==> src/rtl/cmp_flag_tally_if.sv <==
// Handshake bundle between the 2-bit comparator, cmp_flag_tally and the
// statistics consumer. The master modport is the side that feeds samples and
// takes records; the slave modport is the tally block itself.
interface cmp_flag_tally_if #(
  parameter int unsigned CNT_W = 8
);
  // Sample side
  logic             in_valid;
  logic             in_ready;
  logic             f1;
  logic             f2;
  logic             f3;
  logic             flush;
  // Record side
  logic             out_valid;
  logic             out_ready;
  logic [CNT_W-1:0] out_cnt1;
  logic [CNT_W-1:0] out_cnt2;
  logic [CNT_W-1:0] out_cnt3;
  logic [CNT_W-1:0] out_samples;
  logic             out_err;

  modport master (
    output in_valid, f1, f2, f3, flush, out_ready,
    input  in_ready, out_valid, out_cnt1, out_cnt2, out_cnt3, out_samples, out_err
  );

  modport slave (
    input  in_valid, f1, f2, f3, flush, out_ready,
    output in_ready, out_valid, out_cnt1, out_cnt2, out_cnt3, out_samples, out_err
  );
endinterface

==> src/rtl/cmp_flag_tally.sv <==
// Tallies the comparator flags F1/F2/F3 over a window of WINDOW accepted
// samples (or a shorter window closed by flush) and reports one summary
// record over a valid/ready handshake.
// Optional feature macro: CMP_TALLY_CHECK_EN compiles in the F1 = NOR(F2, F3)
// consistency checker and its sticky error; without it out_err is tied to 0.
module cmp_flag_tally #(
  parameter int unsigned CNT_W  = 8,
  parameter int unsigned WINDOW = 16
) (
  input logic                  clk,
  input logic                  rst_n,
  cmp_flag_tally_if.slave      bus
);

  localparam logic [CNT_W-1:0] WinCnt = CNT_W'(WINDOW);

  typedef enum logic [0:0] {StAccum, StReport} state_e;

  state_e           state_q;
  logic             in_ready_q;
  logic             out_valid_q;

  // Running window counters
  logic [CNT_W-1:0] samp_q, samp_d;
  logic [CNT_W-1:0] cnt1_q, cnt1_d;
  logic [CNT_W-1:0] cnt2_q, cnt2_d;
  logic [CNT_W-1:0] cnt3_q, cnt3_d;

  // Record registers, held stable while the record is pending
  logic [CNT_W-1:0] out_samp_q;
  logic [CNT_W-1:0] out_cnt1_q;
  logic [CNT_W-1:0] out_cnt2_q;
  logic [CNT_W-1:0] out_cnt3_q;

  logic             accept;
  logic             close_win;

`ifdef CMP_TALLY_CHECK_EN
  logic             err_q, err_d;
  logic             out_err_q;
`endif

  // Counter updates including the sample accepted this cycle, and window-close decision
  always_comb begin
    accept    = (state_q == StAccum) & bus.in_valid;
    samp_d    = samp_q + CNT_W'(accept);
    cnt1_d    = cnt1_q + CNT_W'(accept & bus.f1);
    cnt2_d    = cnt2_q + CNT_W'(accept & bus.f2);
    cnt3_d    = cnt3_q + CNT_W'(accept & bus.f3);
`ifdef CMP_TALLY_CHECK_EN
    // A legal sample has f1 as the NOR of f2/f3, so equality flags a violation
    err_d     = err_q | (accept & (bus.f1 == (bus.f2 | bus.f3)));
`endif
    // Flush on an empty window (nothing accepted this cycle either) is dropped
    close_win = (state_q == StAccum) &
                ((accept & (samp_d == WinCnt)) | (bus.flush & (samp_d != '0)));
  end

  // Control FSM with registered handshake outputs and record capture
  always_ff @(posedge clk or negedge rst_n) begin
    if (!rst_n) begin
      state_q     <= StAccum;
      in_ready_q  <= 1'b1;
      out_valid_q <= 1'b0;
      samp_q      <= '0;
      cnt1_q      <= '0;
      cnt2_q      <= '0;
      cnt3_q      <= '0;
      out_samp_q  <= '0;
      out_cnt1_q  <= '0;
      out_cnt2_q  <= '0;
      out_cnt3_q  <= '0;
`ifdef CMP_TALLY_CHECK_EN
      err_q       <= 1'b0;
      out_err_q   <= 1'b0;
`endif
    end else begin
      unique case (state_q)
        StAccum: begin
          if (close_win) begin
            out_samp_q  <= samp_d;
            out_cnt1_q  <= cnt1_d;
            out_cnt2_q  <= cnt2_d;
            out_cnt3_q  <= cnt3_d;
            samp_q      <= '0;
            cnt1_q      <= '0;
            cnt2_q      <= '0;
            cnt3_q      <= '0;
`ifdef CMP_TALLY_CHECK_EN
            out_err_q   <= err_d;
            err_q       <= 1'b0;
`endif
            state_q     <= StReport;
            in_ready_q  <= 1'b0;
            out_valid_q <= 1'b1;
          end else begin
            samp_q      <= samp_d;
            cnt1_q      <= cnt1_d;
            cnt2_q      <= cnt2_d;
            cnt3_q      <= cnt3_d;
`ifdef CMP_TALLY_CHECK_EN
            err_q       <= err_d;
`endif
          end
        end
        StReport: begin
          // Flush and samples are ignored here; only the consumer releases us
          if (bus.out_ready) begin
            state_q     <= StAccum;
            in_ready_q  <= 1'b1;
            out_valid_q <= 1'b0;
          end
        end
        default: begin
          state_q     <= StAccum;
          in_ready_q  <= 1'b1;
          out_valid_q <= 1'b0;
        end
      endcase
    end
  end

  assign bus.in_ready    = in_ready_q;
  assign bus.out_valid   = out_valid_q;
  assign bus.out_samples = out_samp_q;
  assign bus.out_cnt1    = out_cnt1_q;
  assign bus.out_cnt2    = out_cnt2_q;
  assign bus.out_cnt3    = out_cnt3_q;
`ifdef CMP_TALLY_CHECK_EN
  assign bus.out_err     = out_err_q;
`else
  assign bus.out_err     = 1'b0;
`endif

  // Sample acceptance and record presentation never overlap
  a_ready_valid_excl: assert property (@(posedge clk) disable iff (!rst_n)
    in_ready_q != out_valid_q);

  // A stalled record must not change under the consumer
  a_record_hold: assert property (@(posedge clk) disable iff (!rst_n)
    (out_valid_q && !bus.out_ready) |=> (out_valid_q && $stable(out_samp_q) &&
    $stable(out_cnt1_q) && $stable(out_cnt2_q) && $stable(out_cnt3_q)));

endmodule

==> src/flat_wrapper.sv <==
// flat-port wrapper written by rule: the top's interface ports become plain ports
module cmp_flag_tally_flat 
#(
  parameter int unsigned CNT_W  = 8,
  parameter int unsigned WINDOW = 16
)
  (clk, rst_n, bus_in_valid, bus_f1, bus_f2, bus_f3, bus_flush, bus_out_ready, bus_in_ready, bus_out_valid, bus_out_cnt1, bus_out_cnt2, bus_out_cnt3, bus_out_samples, bus_out_err);
  cmp_flag_tally_if #(.CNT_W(CNT_W)) bus_i ();
  input logic clk;
  input logic rst_n;
  input wire logic [$bits(bus_i.in_valid)-1:0] bus_in_valid;
  input wire logic [$bits(bus_i.f1)-1:0] bus_f1;
  input wire logic [$bits(bus_i.f2)-1:0] bus_f2;
  input wire logic [$bits(bus_i.f3)-1:0] bus_f3;
  input wire logic [$bits(bus_i.flush)-1:0] bus_flush;
  input wire logic [$bits(bus_i.out_ready)-1:0] bus_out_ready;
  output wire logic [$bits(bus_i.in_ready)-1:0] bus_in_ready;
  output wire logic [$bits(bus_i.out_valid)-1:0] bus_out_valid;
  output wire logic [$bits(bus_i.out_cnt1)-1:0] bus_out_cnt1;
  output wire logic [$bits(bus_i.out_cnt2)-1:0] bus_out_cnt2;
  output wire logic [$bits(bus_i.out_cnt3)-1:0] bus_out_cnt3;
  output wire logic [$bits(bus_i.out_samples)-1:0] bus_out_samples;
  output wire logic [$bits(bus_i.out_err)-1:0] bus_out_err;
  assign bus_i.in_valid = bus_in_valid;
  assign bus_i.f1 = bus_f1;
  assign bus_i.f2 = bus_f2;
  assign bus_i.f3 = bus_f3;
  assign bus_i.flush = bus_flush;
  assign bus_i.out_ready = bus_out_ready;
  assign bus_in_ready = bus_i.in_ready;
  assign bus_out_valid = bus_i.out_valid;
  assign bus_out_cnt1 = bus_i.out_cnt1;
  assign bus_out_cnt2 = bus_i.out_cnt2;
  assign bus_out_cnt3 = bus_i.out_cnt3;
  assign bus_out_samples = bus_i.out_samples;
  assign bus_out_err = bus_i.out_err;
  cmp_flag_tally #(.CNT_W(CNT_W), .WINDOW(WINDOW)) u_core (.clk(clk), .rst_n(rst_n), .bus(bus_i));
endmodule
==> config.mk <==
export PLATFORM = sky130hd
export DESIGN_NAME = cmp_flag_tally_flat
export DESIGN_NICKNAME = d
export VERILOG_FILES = /design/src/rtl/cmp_flag_tally_if.sv /design/src/rtl/cmp_flag_tally.sv /design/src/flat_wrapper.sv
export SDC_FILE = /design/constraint.sdc
export NUM_CORES = 1
export LEC_CHECK = 0
export ABC_AREA = 1
export CAP_MARGIN = 10
export CORE_ASPECT_RATIO = 1.75
export CORE_MARGIN = 1.5
export CORE_UTILIZATION = 56
export DETAILED_ROUTE_END_ITERATION = 12
export GPL_ROUTABILITY_DRIVEN = 0
export PLACE_DENSITY = 0.8
export SYNTH_ARGS = -nofsm -noshare
export SYNTH_HDL_FRONTEND = slang
export SYNTH_SLANG_ARGS = --single-unit
==> constraint.sdc <==
create_clock -name clk -period 2.5 [get_ports clk]
set_input_delay 0.75 -clock clk [delete_from_list [all_inputs] [get_ports clk]]
set_output_delay 0.75 -clock clk [all_outputs]
set_load 0.005 [all_outputs]
### After elaboration in Yosys (flattened, before gate mapping)

Cells that the tools add are included.

* bits in writable memories: 0
* word-level logic and storage cells: 43
* bits in registers: 67
* memory bits (read-only): 0
* latch bits: 0
* bits of input ports: 8
* memories: 0

* equal/unequal tests: 3
* div/mod/pow operators: 0
* bitwise operators: 9
* $add $sub $neg: 4
* $mul: 0
* $lt $le $gt $ge: 0
* mux-type cells: 13
* shift operators: 0
* reductions and logical operators: 3

Operators by type and width (number)
* 8-bit two-way mux: 4
* 8-bit adder: 3
* 8-bit by 1-bit adder with 8-bit output: 1
* 8-bit by 5-bit equality test with 1-bit output, second input constant: 1
* 8-bit nonzero test: 1
* 1-bit bitwise AND: 7
* 1-bit two-way mux: 6
* 1-bit one-hot mux with 2 select lines: 3
* 2-bit AND reduction: 2
* 2-bit by 1-bit inequality test with 1-bit output, second input constant: 1
* 2-bit inequality test, second input constant: 1
* 1-bit inverter: 1
* 1-bit bitwise OR: 1

### Logic depth before layout (Yosys ltp)

* depth in word-level cells: 9
* depth in mapped cells: 19
* depth with buffers taken out: 17

### Worst setup path before layout

No wires, ideal clock.

* path type: input to register
* start point: in bus_in_valid
* end point: reg u_core.out_cnt1_q[0] (netlist: u_core.bus.out_cnt1[0])
* stages: 16
* setup slack: -46 ps
* arrival: 2429 ps
* cell sequence: nand2_1 -> inv_1 -> ha_1 -> ha_1 -> inv_1 -> nand2_1 -> nor2_1 -> nand2_1 -> nor2_2 -> nand3_2 -> nand2_2 -> nand2_4 -> buf_8 -> buf_8 -> nand2_2 -> nand2_1

* cells in the longest elaborated chain, start to end: 7

RTL lines
* start, declared: line flat_wrapper.sv:11 `input wire logic [$bits(bus_i.in_valid)-1:0] bus_in_valid;`
* 1-bit bitwise AND *: line cmp_flag_tally.sv:45 `accept = (state_q == StAccum) & bus.in_valid;`
* 8-bit by 1-bit adder with 8-bit output *: line cmp_flag_tally.sv:46 `samp_d = samp_q + CNT_W'(accept);`
* via u_core.samp_d[1]: line cmp_flag_tally.sv:24 `logic [CNT_W-1:0] samp_q, samp_d;`
* 8-bit by 5-bit equality test with 1-bit output or 8-bit nonzero test (tied branches): line cmp_flag_tally.sv:56 `((accept & (samp_d == WinCnt)) | (bus.flush & (samp_d != '0)));`
* 1-bit bitwise AND: line cmp_flag_tally.sv:56
* 1-bit bitwise OR *: line cmp_flag_tally.sv:56
* 1-bit bitwise AND *: line cmp_flag_tally.sv:55 `close_win = (state_q == StAccum) &`
* 2-bit AND reduction (no source line) *
* end signal, assigned: line cmp_flag_tally.sv:82 `out_cnt1_q <= cnt1_d;`
* end, declared: line cmp_flag_tally.sv:31 `logic [CNT_W-1:0] out_cnt1_q;`

Mark *: on every way through the listed nets, which the timed path passes. The rest lies on a longest branch.
A chain may end at the register's enable or synchronous reset.

### Worst setup path after layout

* start point: in bus_in_valid
* end point: reg u_core.samp_q[6]

* cells in the longest elaborated chain, start to end: 7

RTL lines
* 1-bit bitwise AND *: line cmp_flag_tally.sv:45
* 8-bit by 1-bit adder with 8-bit output: line cmp_flag_tally.sv:46
* 8-bit by 5-bit equality test with 1-bit output or 8-bit nonzero test (tied branches): line cmp_flag_tally.sv:56
* 1-bit bitwise AND: line cmp_flag_tally.sv:56
* 1-bit bitwise OR: line cmp_flag_tally.sv:56
* 1-bit bitwise AND: line cmp_flag_tally.sv:55
* 8-bit two-way mux *: line cmp_flag_tally.sv:80 `if (close_win) begin`
* end signal, assigned: line cmp_flag_tally.sv:97 `samp_q <= samp_d;`
* end, declared: line cmp_flag_tally.sv:24

Every way passes the cells marked *; elsewhere a longest branch is shown, timed or not.

==> metrics.cfg <==
[worst_setup_path]
crit_type = input pin to flop
critical_path_required_ns = 2.76
slowest_stage = bufbuf_16
worstSetupEndpointType = flop
slowest_delay_ns = 0.28
start_kind = input pin
arrival_ns = 2.68
path_max_fanout = 8
crit_chain = clkdlybuf4s15_1, nand2_2, inv_2, ha_4, ha_4, inv_2, nand2_2, nand2_2, nor2_1, nand2_1, nor2_2, nand3_2, nand2_4, buf_12, nand2_8, bufbuf_16, nand2_1, nand2_1

[floorplan]
pin_count = 43
die_y_um = 108
die-area_mm2 = 0.00679
rows = 38
die_w_um = 62.9
initial_core_util_pct = 57.4
core_area_mm2 = 0.00613

[logic_synthesis]
synth_fa_ha_area_share_pct = 2.84
synth-simple-area-share_pct = 33.1
syn_area_per_cell_um2 = 7.70
synth_top_family_by_area = simple AND/OR/NAND/NOR gates
synth_area_mm2 = 0.00352
synth-seq-cells = 67
synth.area.mux_share_pct = 0
synth_compound_area_share_pct = 1.60
ys.warnings.count = 0
ys_seq_area_share_pct = 47.7
synth-xor-area-share_pct = 4.73
synth_nets = 473
synth_cells = 457
yosys.cell_types.count = 28

[placed_design]
post_dp_cell_area_mm2 = 0.00418
dp_slack_ns = -0.549
port_buffers = 41
dp_hpwl_um = 4800

[global_routing]
grt_pass1_wl_um = 15400
grt_max_degree = 68
grt_usage_pct = 29.6
antenna_found_initial = 0
grt_pass1_vias = 3306
grt-ovfl-total = 0

[drt]
drc = 0
num_vias = 3242
drtIter0Drc = 295
wl_per_cell_um = 14.7
ant_nets = 0
viasPerCell = 5.21
routed_wl_um = 9130
first_pass_iters = 5

[sta]
drv_slew = 0
tightestPinTransition_ns = 0.638
period_share_pct = 96.8
setup_ws_ns = 0.0794
setup_tns_ns = 0
setup_viol = 0
hold_violations = 0
skew_ns = 0.0112
slew-limit-headroom_pct = 57.5
fmax_mhz = 413
period_minus_slack_ns = 2.42

[pwr]
p_per_area_mw_per_mm2 = 1270
power_uw = 6080
p_leak_uw = 0.00250
ir_drop_v = 0.00105

[cells_and_area]
layout.nets = 553
post-route-util_pct = 78.0
final_cell_mix = 151 x nand2_1, 65 x dfrtp_1, 48 x inv_1
nFillCells = 361
final_common_cell = nand2_1
fin_area_mm2 = 0.00479
synthToLayoutAreaGrowth_pct = 35.9
drive_above_1_share_pct = 22.3
n_antenna_cell = 0

[clock_tree]
htreeDepth = 3
insertion_delay_ns = 0.37
ctsLongestPathBuffers = 2
cts_num_sinks = 67
cts_buffers = 9
clk_pin_slew_worst_paths_ns = 0.08
cts_tree = done
ctsRootBufferMaster = clkbuf_8

[job]
drv_cap = 0

[hold_path]
hold_path_class = input pin to asynchronous set/reset pin

[outcome]
status = finished clean

## worst paths after layout
kind / start / to / slack, ns / cells past startpoint
max reg2reg: u_core.state_q / u_core.samp_q[6] / 0.12 / 18
min: rst_n / u_core.samp_q[7] / 0.39 / 2
max in group asynchronous: rst_n / u_core.bus.in_ready / 1.78 / 2
max: bus_in_valid / u_core.samp_q[6] / 0.08 / 18
min in group clk: u_core.bus.out_cnt2[2] / u_core.bus.out_cnt2[2] / 0.47 / 2
min reg2reg: u_core.bus.out_cnt2[2] / u_core.bus.out_cnt2[2] / 0.47 / 2
## timing repair
item                                    CTS  global route
buffers inserted                         17             0
cloned                                    5             0
resized for setup                        41            14
hold buffers                              0             0
endpoints found under the setup margin   67            66
pin swaps                                12             5
## worst max-delay path, delay by kind of cell
kind / cells / cell delay (ns)
simple gates: 11 / 0.92
buf+inv: 5 / 0.69
fa+ha+maj: 2 / 0.31
## sequential cells by signal, indices dropped and copies added, names as in the netlist
register	flops
u_core.bus.in_ready	1
u_core.bus.out_cnt1	8
u_core.bus.out_cnt2	8
u_core.bus.out_cnt3	8
u_core.bus.out_samples	8
u_core.bus.out_valid	1
u_core.cnt1_q	8
u_core.cnt2_q	8
u_core.cnt3_q	8
u_core.samp_q	8
u_core.state_q	1
## per-layer routing
| metal | routed length, um | vias to the layer above | global-route usage, % |
|---|---|---|---|
| met3 | 460 | 32 | 7.01 |
| met2 | 4910 | 126 | 51.1 |
| met5 | 0 | - | 0 |
| met1 | 3380 | 1544 | 32.9 |
| li1 | - | 1540 | - |
| met4 | 369 | 0 | 17.0 |
## Yosys cell counts (all sizes together)
master  count  area share (%)
xnor2       3            0.75
nor3        1            0.14
nand3      44             6.5
nor2       41             4.6
dfrtp      66              47
clkbuf      8            0.85
nand2     188              21
inv        53             5.7
o21bai      1            0.21
o21ai       3            0.53
dfstp       1            0.75
xor2       16             4.0
a21oi       6            0.85
conb        1            0.11
nand4       4            0.71
buf        13             3.5
ha          8             2.8
## cell type report
class                   instances  area (um2)  share of cell area, %
multi-input cells             316        1630                   34.1
well taps                      80         100                   2.09
inverters                      53         199                   4.16
flip-flops and latches         67        1680                   35.1
repair buffers                 90         981                   20.5
clock inverters                 6        55.1                   1.15
clock buffers                  10         138                   2.88
## per-stage QoR
stage	instances	hold WS, ns
final	622	0.390
after global routing	622	0.428
after CTS	623	0.409
after detailed placement	586	0.459
after global placement	586	0.454
after floorplan	457	0.446
## logic make-up (layout without fill, tap and decap cells)
| family | count (synthesis) | count (layout) |
|---|---|---|
| flip-flops | 67 | 67 |
| AO/OA/AOI/OAI | 10 | 10 |
| XOR/XNOR | 19 | 19 |
| other | 1 | 1 |
| buffers and inverters | 74 | 159 |
| adder cells (fa/ha/maj) | 8 | 8 |
| AND/OR/NAND/NOR | 278 | 278 |
## power by group
group	switching (uW)	total, uW	leakage [uW]	internal [uW]
Clock	431	910	0.000106	478
Combinational	1730	3350	0.00149	1630
Sequential	333	1810	0.000907	1480
Total	2490	6080	0.00250	3590
Note: power is estimated with default switching activity, not from simulation.
